--- src/rtl/avalon_bus_arbiter.sv ---
// ============================================================================
// Module   : avalon_bus_arbiter
// Purpose  : 2:1 Avalon-MM arbiter (IFU/LSU onto one memory port) with
//            grant hold during waitrequest and tagged read-data steering.
// Revision : 1.0  initial release
// ============================================================================
`default_nettype none

package avalon_pkg;
  typedef struct packed {
    logic        read;
    logic        write;
    logic [31:0] address;
    logic [31:0] writedata;
    logic [3:0]  byte_enable;
  } avalon_req_t;

  typedef struct packed {
    logic        waitrequest;
    logic [31:0] readdata;
  } avalon_resp_t;
endpackage

module avalon_bus_arbiter
  import avalon_pkg::*;
#(
  parameter int READ_LATENCY = 1,
  parameter bit ARB_MODE     = 1'b0
) (
  input  logic         clk,
  input  logic         rst,
  input  avalon_req_t  ibus_avalon_req,
  output avalon_resp_t ibus_avalon_resp,
  input  avalon_req_t  dbus_avalon_req,
  output avalon_resp_t dbus_avalon_resp,
  output avalon_req_t  mem_avalon_req,
  input  avalon_resp_t mem_avalon_resp
);

  typedef enum logic [0:0] {
    UNLOCKED = 1'b0,
    LOCKED   = 1'b1
  } lock_state_t;

  lock_state_t             r_state;
  logic                    r_owner;
  logic                    r_last_grant;
  logic [READ_LATENCY-1:0] r_tag_vld;
  logic [READ_LATENCY-1:0] r_tag_own;

  logic        w_ireq;
  logic        w_dreq;
  logic        w_sel;
  logic        w_sel_active;
  logic        w_fire;
  logic        w_rd_fire;
  avalon_req_t w_sel_req;

  assign w_ireq = ibus_avalon_req.read | ibus_avalon_req.write;
  assign w_dreq = dbus_avalon_req.read | dbus_avalon_req.write;

  // Selection is purely combinational so a lone requester is granted with no bubble.
  always_comb begin
    w_sel = r_last_grant;
    if (r_state == LOCKED) begin
      w_sel = r_owner;
    end else if (w_ireq && !w_dreq) begin
      w_sel = 1'b0;
    end else if (w_dreq && !w_ireq) begin
      w_sel = 1'b1;
    end else if (w_ireq && w_dreq) begin
      w_sel = ARB_MODE ? 1'b1 : ~r_last_grant;
    end
  end

  assign w_sel_req    = w_sel ? dbus_avalon_req : ibus_avalon_req;
  assign w_sel_active = (w_sel_req.read | w_sel_req.write) & ~rst;
  assign w_fire       = w_sel_active & ~mem_avalon_resp.waitrequest;
  assign w_rd_fire    = w_fire & w_sel_req.read;

  always_comb begin
    mem_avalon_req       = w_sel_req;
    mem_avalon_req.read  = w_sel_req.read  & (w_ireq | w_dreq) & ~rst;
    mem_avalon_req.write = w_sel_req.write & (w_ireq | w_dreq) & ~rst;
  end

  always_comb begin
    ibus_avalon_resp.waitrequest = rst | ~w_ireq | w_sel  | mem_avalon_resp.waitrequest;
    dbus_avalon_resp.waitrequest = rst | ~w_dreq | ~w_sel | mem_avalon_resp.waitrequest;
    ibus_avalon_resp.readdata    = '0;
    dbus_avalon_resp.readdata    = '0;
    if (!rst && r_tag_vld[READ_LATENCY-1]) begin
      if (r_tag_own[READ_LATENCY-1]) begin
        dbus_avalon_resp.readdata = mem_avalon_resp.readdata;
      end else begin
        ibus_avalon_resp.readdata = mem_avalon_resp.readdata;
      end
    end
  end

  always_ff @(posedge clk) begin
    if (rst) begin
      r_state      <= UNLOCKED;
      r_owner      <= 1'b0;
      r_last_grant <= 1'b1;
      r_tag_vld    <= '0;
      r_tag_own    <= '0;
    end else begin
      case (r_state)
        UNLOCKED: begin
          if (w_sel_active && mem_avalon_resp.waitrequest) begin
            r_state <= LOCKED;
            r_owner <= w_sel;
          end
        end
        LOCKED: begin
          if (w_fire) begin
            r_state <= UNLOCKED;
          end
        end
        default: r_state <= UNLOCKED;
      endcase

      if (w_fire) begin
        r_last_grant <= w_sel;
      end

      // Tag pipe never stalls: the slave returns data at a fixed latency.
      r_tag_vld[0] <= w_rd_fire;
      r_tag_own[0] <= w_sel;
      for (int i = 1; i < READ_LATENCY; i++) begin
        r_tag_vld[i] <= r_tag_vld[i-1];
        r_tag_own[i] <= r_tag_own[i-1];
      end
    end
  end

endmodule

`default_nettype wire
--- config.mk ---
export PLATFORM = sky130hd
export DESIGN_NAME = avalon_bus_arbiter
export DESIGN_NICKNAME = d
export VERILOG_FILES = /design/src/rtl/avalon_bus_arbiter.sv
export SDC_FILE = /design/constraint.sdc
export NUM_CORES = 1
export LEC_CHECK = 0
export ABC_AREA = 0
export CAP_MARGIN = 20
export CORE_AREA = 3 3 120 122
export DETAILED_ROUTE_END_ITERATION = 10
export DIE_AREA = 0 0 123 125
export GPL_TIMING_DRIVEN = 1
export PLACE_DENSITY_LB_ADDON = 0.1
export SETUP_SLACK_MARGIN = 0.4
export SYNTH_ARGS = -nofsm -noshare
export SYNTH_HDL_FRONTEND = slang
export SYNTH_SLANG_ARGS = --single-unit
--- constraint.sdc ---
create_clock -name clk -period 2 [get_ports clk]
set_input_delay 0.4 -clock clk [delete_from_list [all_inputs] [get_ports clk]]
set_output_delay 0.4 -clock clk [all_outputs]
set_load 0.005 [all_outputs]
==> impl_metrics.yaml <==
power:
  power_density_nw_per_um2: 339.1
  leakagePower_nw: 3.300
  ir_worst_vdd_uv: 139.0
cts:
  cts.sinks: 5
  cts_buffers: 3
  cts_tree: "done"
  cts_max_path_buffers: 2
  clkLatencyLatePin_ns: 0.23
  clkTransAtPathRegs_ns: 0.04
  root_buffer: "clkbuf_16"
  hold_buffers: 0
  ctsHtreeMaxLevel: 1
logic_synthesis:
  synth_xor_area_share_pct: 0
  ys_top_cells_by_count: "and2_1, mux2_2, mux2_1"
  yosysWarnings: 0
  async_reset_ff_share_pct: 0
  synth-compound-area-share_pct: 5.259
  synth_edf_count: 0
  synthAdderAreaFrac_pct: 0
  synth_flop_cell: "dfxtp_1"
  synth_most_common_cell: "and2_1"
  syn_avg_cell_area_sq_um: 8.663
  synth_area_sq_um: 1594
  synthesis.instances: 184
  synth_mux_area_share_pct: 50.00
  synth.area.top_cells: "mux2_2, and2_1, mux2_1"
  synth_top_family_by_area: "multiplexers"
  synth_seq_cells: 5
  synth_top_area_share_pct: 40.97
  synth-simple-area-share_pct: 30.69
  yosysTopAreaCell: "mux2_2"
  synth_cell_types: 26
  syn-num-nets: 359
  synth-seq-area-share_pct: 6.279
sta:
  worst_slew_pin_slew_ns: 0.6515
  fin_hold_ws_ns: 0.5097
  slew_headroom_pct: 56.17
  fin_ws_ns: -0.5681
  post-route-min-period_ns: 2.568
  skew_ns: 0.002739
  slew_violations: 0
  rsz0062_at_grt: "yes"
  final-hold-violation-count: 0
  fmax_ghz: 0.3894
  fin_crit_sh_pct: 128.4
  finalSetupViolations: 72
detailed_routing:
  drcViolationCount: 0
  routed_wl_um: 14470
  ant_nets: 0
  drt_pass1_iterations: 4
  routed_via_density: 3.975
  vias: 3081
  drt_iter0_markers: 82
  routedWlPerCell_um: 18.66
grt:
  grt_usage_pct: 16.46
  grt_max_degree: 10
  antenna_found_initial: 3
  first_global_vias: 3237
  overflow: 0
  grt_pass1_wl_um: 19380
die:
  die_w_um: 123
  row_count: 42
  die_area_sq_um: 15380
  start_util_pct: 11.99
  die_h_um: 125
  ios: 311
  core_region_area_sq_um: 13300
setup_path:
  required_ns: 1.60
  critPathKind: "flip-flop to primary output"
  arrival_ns: 2.17
  cp_max_fo: 8
  endpoint_kind: "primary output"
  crit_path_start_kind: "flip-flop"
layout:
  layout.nets: 773
  stdcell_count: 775
  final_area_sq_um: 7015
  drive_gt1_share_pct: 66.33
  areaGrowthSynthToFinish_pct: 340.1
  fill_cells: 1124
placement:
  io_buffers: 310
  dp.cells: 675
  gp_congestion: 0.7388
  hpwl_um: 9655
  placed_cell_area_sq_um: 5251
worst_hold_path:
  hp-class: "flip-flop to flip-flop"
outcome:
  status: "complete, but fails checks"
  violations: "negative setup slack"
flow_run:
  maxCapViolCount: 0
placed cells by master, fill, tap and decap left out, types with 3 or more instances in the layout:
master             n
buf_8              5
dfxtp_2            3
clkdlybuf4s15_2    6
mux2_1             4
buf_6            180
clkbuf_16          4
mux2_4            63
nor2_1             4
buf_12            11
clkdlybuf4s50_1  169
dlygate4sd2_1      4
buf_16            15
buf_4             17
and2_4            63
buf_2             15
power by group:
group / internal, mW / leakage [nW] / switching (mW)
logic: 1.37 / 3.22 / 0.554
clock network: 0.265 / 0.0382 / 0.0739
registers: 0.109 / 0.0416 / 0.00659
cells by family after synthesis:
| logic type | count (synthesis) |
|---|---|
| and+or+nand+nor | 81 |
| muxes | 71 |
| buffers and inverters | 18 |
| AOI/OAI and AO/OA | 9 |
| DFF | 5 |
path summary, 6_finish.rpt:
| check | start | endpoint | slack, ns | cells after the start |
|---|---|---|---|---|
| hold reg to reg | r_owner | r_owner | 0.51 | 2 |
| hold / removal | r_owner | r_owner | 0.51 | 2 |
| setup reg to reg | r_last_grant | r_tag_vld | 0.04 | 10 |
| setup / recovery | r_last_grant | mem_avalon_req[36] | -0.57 | 9 |
worst max-delay path, cell delays in order (launching register included):
cell and delay, ns:
dfxtp_2 0.32, or4_4 0.52, o211ai_4 0.11, buf_12 0.14, buf_12 0.11, buf_6 0.09
buf_12 0.09, buf_16 0.13, mux2_4 0.31, buf_6 0.12
stage by stage:
stage	setup slack [ns]	util (%)	total power [mW]	TNS (ns)
after detailed placement	-1.052	39.50	1.480	-96.30
after global placement	-1.014	39.50	1.476	-93.44
final	-0.5681	52.77	2.379	-32.81
after global routing	-0.6183	52.77	2.492	-35.99
after floorplan	-0.01791	-	0.6302	-1.127
after CTS	-0.5976	47.87	2.259	-34.26
routing by layer:
layer	track usage (%)	part of all wire, %
met2	34.22	58
met1	15.21	31
met5	0	0.12
met4	3.909	0.58
met3	4.517	10
layout make-up:
cell class              count  area, sq um  share of cell area (%)
flip-flops and latches      5        103.9                   1.480
clock buffers               4        78.83                   1.124
well taps                 176        220.2                   3.139
multi-input cells         161         1829                   26.07
repair buffers            424         4767                   67.95
inverters                   3        11.26                  0.1605
diodes                      2        5.005                 0.07134
repair_timing:
item / CTS / global route
gates cloned: 13 / 1
gates resized for setup: 723 / 112
hold endpoints to repair: 0 / 0
pin swaps: 41 / 20
setup buffers: 63 / 17
setup endpoints to repair: 140 / 139
(Power assumes the default switching activity.)
